<file path="src/rtl/serial_add_ctrl_pkg.sv">
// serial_add_ctrl_pkg
//   Shared definitions for the bit-serial adder controller.
//   Holds the controller state encoding so the top level and any future
//   sequencing consumers of the half-adder cells agree on the same values.
//   No ports (package).
package serial_add_ctrl_pkg;

  // Two-bit state encoding; 2'd3 is unused and treated as an illegal state
  // that the controller steers back to S_IDLE.
  typedef enum logic [1:0] {
    S_IDLE = 2'd0,
    S_RUN  = 2'd1,
    S_DONE = 2'd2
  } state_e;

endpackage

</file>
<file path="src/rtl/serial_add_ctrl_fa_slice.sv">
// fa_slice
//   Combinational full-adder slice built from two half-adder cells and an OR.
//   The serial controller time-shares this single slice across every bit.
//   Ports:
//     a, b   in  1  operand bits
//     ci     in  1  carry in
//     s      out 1  sum bit
//     co     out 1  carry out
module fa_slice (
  input  logic a,
  input  logic b,
  input  logic ci,
  output logic s,
  output logic co
);

  logic s0;
  logic c1;
  logic c2;

  ha_cell u_ha0 (
    .a     (a),
    .b     (b),
    .sum   (s0),
    .carry (c1)
  );

  ha_cell u_ha1 (
    .a     (s0),
    .b     (ci),
    .sum   (s),
    .carry (c2)
  );

  // At most one of the two half-adder carries can be set, so OR is enough.
  assign co = c1 | c2;

endmodule

</file>
<file path="src/rtl/serial_add_ctrl_ha_cell.sv">
// ha_cell
//   Dataflow half-adder cell: one-bit sum and carry of two input bits.
//   Ports:
//     a, b   in  1  addend bits
//     sum    out 1  a ^ b
//     carry  out 1  a & b
module ha_cell (
  input  logic a,
  input  logic b,
  output logic sum,
  output logic carry
);

  assign sum   = a ^ b;
  assign carry = a & b;

endmodule

</file>
<file path="src/rtl/serial_add_ctrl.sv">
// serial_add_ctrl
//   Bit-serial WIDTH-bit adder controller. Captures operands on a start
//   handshake, pushes one bit per clock (LSB first) through a shared
//   full-adder slice, then returns sum/cout with a one-cycle done pulse.
//   Ports:
//     clk    in  1      rising-edge clock
//     rst    in  1      asynchronous active-high reset
//     start  in  1      request, accepted only while idle
//     a, b   in  WIDTH  operands, sampled on the accepting edge
//     cin    in  1      carry in, sampled on the accepting edge
//     busy   out 1      high while running or presenting the result
//     done   out 1      one-cycle pulse, sum/cout valid while high
//     sum    out WIDTH  result, held until the next accepted request
//     cout   out 1      carry out of the top bit, held with sum
module serial_add_ctrl
  import serial_add_ctrl_pkg::*;
#(
  parameter int WIDTH = 8
) (
  input  logic             clk,
  input  logic             rst,
  input  logic             start,
  input  logic [WIDTH-1:0] a,
  input  logic [WIDTH-1:0] b,
  input  logic             cin,
  output logic             busy,
  output logic             done,
  output logic [WIDTH-1:0] sum,
  output logic             cout
);

  // Counter is wide enough to reach WIDTH so it never wraps inside a run.
  localparam int              CNT_W    = $clog2(WIDTH + 1);
  localparam logic [CNT_W-1:0] LAST_CNT = CNT_W'(WIDTH - 1);

  state_e             state_q, state_d;
  logic [CNT_W-1:0]   cnt_q, cnt_d;
  logic               carry_q, carry_d;
  logic [WIDTH-1:0]   a_sr_q, a_sr_d;
  logic [WIDTH-1:0]   b_sr_q, b_sr_d;
  logic [WIDTH-1:0]   sum_q, sum_d;
  logic               cout_q, cout_d;
  logic               busy_q, busy_d;
  logic               done_q, done_d;

  logic               slice_s;
  logic               slice_co;
  logic [WIDTH-1:0]   bit_mask;

  fa_slice u_slice (
    .a  (a_sr_q[0]),
    .b  (b_sr_q[0]),
    .ci (carry_q),
    .s  (slice_s),
    .co (slice_co)
  );

  // One-hot select of the sum bit being written this cycle; the other bits
  // keep their previous-result values until overwritten.
  assign bit_mask = WIDTH'(1) << cnt_q;

  // Next-state and datapath update. Everything holds by default; IDLE loads
  // the operands on start, RUN retires one bit per cycle through the slice.
  always_comb begin
    state_d = state_q;
    cnt_d   = cnt_q;
    carry_d = carry_q;
    a_sr_d  = a_sr_q;
    b_sr_d  = b_sr_q;
    sum_d   = sum_q;
    cout_d  = cout_q;

    case (state_q)
      S_IDLE: begin
        if (start) begin
          a_sr_d  = a;
          b_sr_d  = b;
          carry_d = cin;
          cnt_d   = '0;
          state_d = S_RUN;
        end
      end
      S_RUN: begin
        sum_d   = (sum_q & ~bit_mask) | ({WIDTH{slice_s}} & bit_mask);
        carry_d = slice_co;
        a_sr_d  = a_sr_q >> 1;
        b_sr_d  = b_sr_q >> 1;
        cnt_d   = cnt_q + CNT_W'(1);
        if (cnt_q == LAST_CNT) begin
          cout_d  = slice_co;
          state_d = S_DONE;
        end
      end
      S_DONE: begin
        state_d = S_IDLE;
      end
      default: begin
        state_d = S_IDLE;
      end
    endcase

    // Status flags are decoded from the next state and registered, so the
    // outputs carry no combinational path from the inputs.
    busy_d = (state_d != S_IDLE);
    done_d = (state_d == S_DONE);
  end

  // State, datapath and registered output flops; reset clears everything,
  // which also aborts any add in progress without producing a done.
  always_ff @(posedge clk or posedge rst) begin
    if (rst) begin
      state_q <= S_IDLE;
      cnt_q   <= '0;
      carry_q <= 1'b0;
      a_sr_q  <= '0;
      b_sr_q  <= '0;
      sum_q   <= '0;
      cout_q  <= 1'b0;
      busy_q  <= 1'b0;
      done_q  <= 1'b0;
    end else begin
      state_q <= state_d;
      cnt_q   <= cnt_d;
      carry_q <= carry_d;
      a_sr_q  <= a_sr_d;
      b_sr_q  <= b_sr_d;
      sum_q   <= sum_d;
      cout_q  <= cout_d;
      busy_q  <= busy_d;
      done_q  <= done_d;
    end
  end

  assign busy = busy_q;
  assign done = done_q;
  assign sum  = sum_q;
  assign cout = cout_q;

endmodule

</file>
<file path="config.mk">
export PLATFORM = sky130hd
export DESIGN_NAME = serial_add_ctrl
export DESIGN_NICKNAME = d
export VERILOG_FILES = /design/src/rtl/serial_add_ctrl_pkg.sv /design/src/rtl/serial_add_ctrl_fa_slice.sv /design/src/rtl/serial_add_ctrl_ha_cell.sv /design/src/rtl/serial_add_ctrl.sv
export SDC_FILE = /design/constraint.sdc
export NUM_CORES = 1
export LEC_CHECK = 0
export ABC_CLOCK_PERIOD_IN_PS = 1400
export CAP_MARGIN = 5
export CORE_MARGIN = 3
export CORE_UTILIZATION = 45
export CTS_CLUSTER_DIAMETER = 100
export CTS_CLUSTER_SIZE = 8
export DETAILED_ROUTE_END_ITERATION = 12
export PLACE_DENSITY = 0.71
export SETUP_SLACK_MARGIN = 0.5
export SLEW_MARGIN = 10
export SYNTH_ARGS = -nofsm -noshare
export SYNTH_HDL_FRONTEND = slang
export SYNTH_SLANG_ARGS = --single-unit
</file>
<file path="constraint.sdc">
create_clock -name clk -period 1.4 [get_ports clk]
set_input_delay 0.28 -clock clk [delete_from_list [all_inputs] [get_ports clk]]
set_output_delay 0.28 -clock clk [all_outputs]
set_load 0.05 [all_outputs]
</file>
* Yosys cells after proc, flatten, opt, wreduce, memory -nomap -nowiden *
Cells that the tools add are included.

storage, ports and cells
  flip-flop bits (word level) = 34
  output and inout port bits = 11

cells by class
  multiplexer cells = 11
  bitwise logic cells = 9
  shift operators = 1
  add/sub/neg operators = 1
  eq/ne operators = 4
  reduce and logical (&&, ||, !) cells = 5

operator list
  cell                                                  number
  one-hot mux 8 bit (2 select lines)                    2
  AND 8 bit                                             2
  two-way mux 8 bit                                     2
  inverter 8 bit                                        1
  bitwise OR 8 bit                                      1
  one-hot mux 4 bit (2 select lines)                    1
  left shift 1 x 4 -> 8 bit (first input constant)      1
  adder 4 x 1 -> 4 bit (second input constant)          1
  equality test 4 x 3 -> 1 bit (second input constant)  1
  two-way mux 2 bit                                     2
  two-way mux 4 bit                                     1
  one-hot mux 2 bit (2 select lines)                    1
  AND reduction 2 bit                                   2
  nonzero test 2 bit                                    2
  AND 1 bit                                             2
  equality test 2 x 1 -> 1 bit (second input constant)  1
  equality test 2 bit (second input constant)           1
  zero test 2 bit                                       1
  inequality test 2 bit (second input constant)         1
  one-hot mux 1 bit (2 select lines)                    1
  XOR 1 bit                                             2
  two-way mux 1 bit                                     1
  bitwise OR 1 bit                                      1

* Logic depth before layout (Yosys ltp) *
  word-level depth = 4
  depth in mapped cells = 5
  depth with buffers taken out = 4

* Hierarchy *
Synthesis repeated with hierarchy kept, for this count alone.

second synthesis, totals
  cells, all modules = 155
  area, all modules = 1647.8 µm²

modules (own cells, without submodules)
  module           cells each  area each (µm²)  instances
  serial_add_ctrl  152         1616.6           1
  ha_cell          1           12.5             2
  fa_slice         1           6.3              1

* Worst setup path before layout *
OpenSTA, ideal clock, no wires.

  kind = register to register
  start point = register carry_q
  end point = register (tool-made name)
  period minus slack after synthesis = 1.339 ns
  cell stages (with the launch flop) = 3
  path slack = 0.061 ns
  arrival time = 1.211 ns
  path through = dfrtp_1 -> fa_1 -> mux2_1

RTL lines
  element                 RTL line                source
  start, declared         serial_add_ctrl.sv:38   logic carry_q, carry_d;
  start signal, assigned  serial_add_ctrl.sv:124  carry_q <= carry_d;

* Worst setup path in the final report *
  start point = register state_q[1]
  end point = register a_sr_q[1]

between the ends
  cells in the longest elaborated chain, start to end = 3
  elaborated cells between the ends (all ways) = 6
  classes of those cells = 2 x eq/ne; 1 x mux; 3 x reduce/logical

ends and longest elaborated chain
  element                                                                RTL line                source
  start, declared                                                        serial_add_ctrl.sv:36   state_e state_q, state_d;
  start signal, assigned                                                 serial_add_ctrl.sv:122  state_q <= state_d;
  equality test 2 x 1 -> 1 bit or zero test 2 bit (tied branches)        serial_add_ctrl.sv:73   case (state_q)
  nonzero test 2 bit (no line) or inequality test 2 bit (tied branches)  --
  AND reduction 2 bit (no line)                                          --
  end signal, assigned                                                   serial_add_ctrl.sv:125  a_sr_q <= a_sr_d;
  end, declared                                                          serial_add_ctrl.sv:39   logic [WIDTH-1:0] a_sr_q, a_sr_d;

Parallel ways exist; a longest one is shown, timed or not.
A chain may end at the register's enable or synchronous reset.

==> qor.yml <==
run_status:
  status: "finished with violations"
  violations: "setup timing"
sta:
  tightest_slew_ns: 0.421
  rsz0062_at_grt: "true"
  min_period_ns: 1.44
  slew_viol_final: 0
  worst_clock_skew_ns: 0.00241
  relSlewSlack_pct: 71.8
  hold_violations: 0
  finalSetupViolations: 1
  post-route-period-util_pct: 103
  fin_ws_ns: -0.0365
  max_freq_mhz: 696
detailed_routing:
  postRouteAntennaNets: 0
  routed_wl_um: 5080
  drt_pre_antenna_iters: 4
  drc: 0
  drtIter0Drc: 98
  wire_per_inst_um: 18.7
  via_count: 1505
  via_per_inst: 5.53
setup_path:
  worst-path-buf-inv: 3
  critPathSlowestCell: "dfrtp_2"
  path_max_fanout: 6
  cp_slowest_stage_delay_ns: 0.49
  start_kind: "flip-flop"
  end_kind: "flip-flop"
  critical_path_class: "reg -> reg"
  path_cells: "buf_8 > buf_12 > nor2b_4 > buf_4 > a21oi_2 > o21ai_1"
  cp.required_ns: 1.61
  arrival_ns: 1.64
  cp_top_family: "flip-flops"
cts:
  clockBufferDepth: 2
  cts_buffers: 5
  clock_latency_ns: 0.29
  clock-root-buffer: "clkbuf_8"
  cts.htree.levels: 2
  clkSlewWorstSetupHoldPaths_ns: 0.07
  cts_tree: "built"
  clock-sinks: 34
die:
  boundaryPins: 31
  fp.dieW_um: 66.7
  core-area_mm2: 0.00344
  die_h_um: 66.7
  std_cell_rows: 21
  start_util_pct: 48.1
  die_area_mm2: 0.00445
final_layout:
  fillers: 180
  antenna_cells: 0
  area_growth_pct: 69.9
  nNetsFinal: 252
  drive_gt1_share_pct: 50.0
  instances_no_fill: 272
synthesis:
  synth_fp_nets: 181
  yosysTopAreaCellShare_pct: 51.4
  synthArstFlopShare_pct: 100
  synth_top_area_cell: "dfrtp_1"
  ys_seq_elements: 34
  syn_area_per_cell_um2: 10.8
  synth_edf_count: 0
  syn_area_mm2: 0.00166
  yosys-top-cells-count: "dfrtp_1 (34), nand2_1 (18), a21oi_1 (16), o21ai_0 (16), and3b_1 (9)"
  synth.distinct_cells: 29
  syn-instance-count: 154
  ys_seq_area_share_pct: 51.4
  synthTopCellsByArea: "dfrtp_1 (51%), a21oi_1 (4.8%), o21ai_0 (4.8%)"
  ys_warn_count: 0
  yosys_most_used_dff: "dfrtp_1"
  yosysMostFrequentCell: "dfrtp_1"
grt:
  grt_pass1_vias: 1450
  grt_use_total_pct: 20.8
  grt_pass1_wl_um: 6870
  antenna_found_initial: 0
  grt_max_degree: 19
  grt_overflow: 0
pwr:
  powerDensity_mw_per_mm2: 2360
  leakage_uw: 0.00133
  ir_drop_mv: 1.19
placement:
  dpl.hpwl_um: 2600
  globalplace.congestion: 0.807
  placed_cells: 236
  io_buffers: 30
  dp_slack_ns: -0.151
run:
  drv_cap: 0
min_path:
  holdCritPathClass: "in -> async"
where the power goes:
group | switching, µW | internal (µW)
Sequential | 442 | 1380
Combinational | 1890 | 2160
Clock | 377 | 397
what timing repair did:
item	in CTS	in global routing
gates resized for setup	28	37
endpoints found under the hold margin	0	0
cloned	1	0
hold buffers	0	0
setup buffers	12	15
pin swaps	5	5
setup endpoints to repair	45	45
layout make-up:
type / count / area (µm²) / share of cell area [%]
repair buffers: 72 / 833 / 29.6
well taps: 46 / 57.6 / 2.05
flip-flops and latches: 34 / 856 / 30.4
multi-input cells: 107 / 951 / 33.8
inverters: 5 / 25.0 / 0.889
clock inverters: 1 / 5.00 / 0.178
clock buffers: 7 / 86.3 / 3.07
per-stage QoR:
| step | hold slack [ns] | power, µW | area, µm² | util (%) | TNS (ns) |
|---|---|---|---|---|---|
| floorplan | 0.221 | 3520 | 1730 | - | 0 |
| global placement | 0.474 | 4540 | 2260 | 65.6 | -0.853 |
| detailed placement | 0.478 | 4640 | 2260 | 65.6 | -1.58 |
| CTS | 0.365 | 5820 | 2570 | 74.7 | 0 |
| global route | 0.380 | 6950 | 2810 | 81.8 | -0.238 |
| finish | 0.344 | 6650 | 2810 | 81.8 | -0.0365 |
layout by cell type (no fill, tap or decap), types with 2 or more instances in the layout:
master	n
and3b_1	8
a22oi_2	4
o21ai_2	4
nor2b_1	7
buf_12	14
dfrtp_1	30
ha_1	5
a21oi_1	4
a21oi_2	11
nor3_4	2
o21ai_1	13
nand2_4	2
dfrtp_2	4
clkdlybuf4s50_1	18
nand2_2	4
a22o_1	2
nand2_1	12
mux2_4	7
mux2_2	2
buf_4	23
clkbuf_8	6
nand3_1	3
nor2_1	2
a22oi_1	2
inv_1	3
buf_6	14
buf_8	2
worst reg2reg max path, cell delays in order (launching register included):
cell	delay, ns
dfrtp_2	0.49
buf_8	0.16
buf_12	0.12
nor2b_4	0.20
buf_4	0.15
a21oi_2	0.05
o21ai_1	0.17
worst paths after layout:
| kind | depth (start not counted) | from | slack, ns | to |
|---|---|---|---|---|
| max in group asynchronous | 3 | rst | 0.64 | asynchronous set/reset pin |
| worst min-delay path | 2 | rst | 0.34 | asynchronous set/reset pin |
| worst max register to register | 6 | state_q[1]$_DFF_PP0_ | -0.04 | a_sr_q[1]$_DFFE_PP0P_ |
| min in group clk | 2 | b_sr_q[2]$_DFFE_PP0P_ | 0.51 | b_sr_q[2]$_DFFE_PP0P_ |
| worst min register to register | 2 | b_sr_q[2]$_DFFE_PP0P_ | 0.51 | b_sr_q[2]$_DFFE_PP0P_ |
| worst max-delay path | 6 | state_q[1]$_DFF_PP0_ | -0.04 | a_sr_q[1]$_DFFE_PP0P_ |
cells by family after synthesis:
family,Yosys count,synth area share [%]
and+or+nand+nor,47,17.9
AOI/OAI and AO/OA,44,15.5
DFF,34,51.4
buffers and inverters,13,3.40
muxes,9,6.12
adders and majority gates,7,5.74
per-layer routing:
layer	global-route usage, %	wire length [µm]	up-vias
li1	-	-	683
met3	4.38	278	16
met5	0	0	-
met4	8.63	182	0
met2	35.3	2510	57
met1	25.3	2100	749
Power figures use the tool's default switching activity.
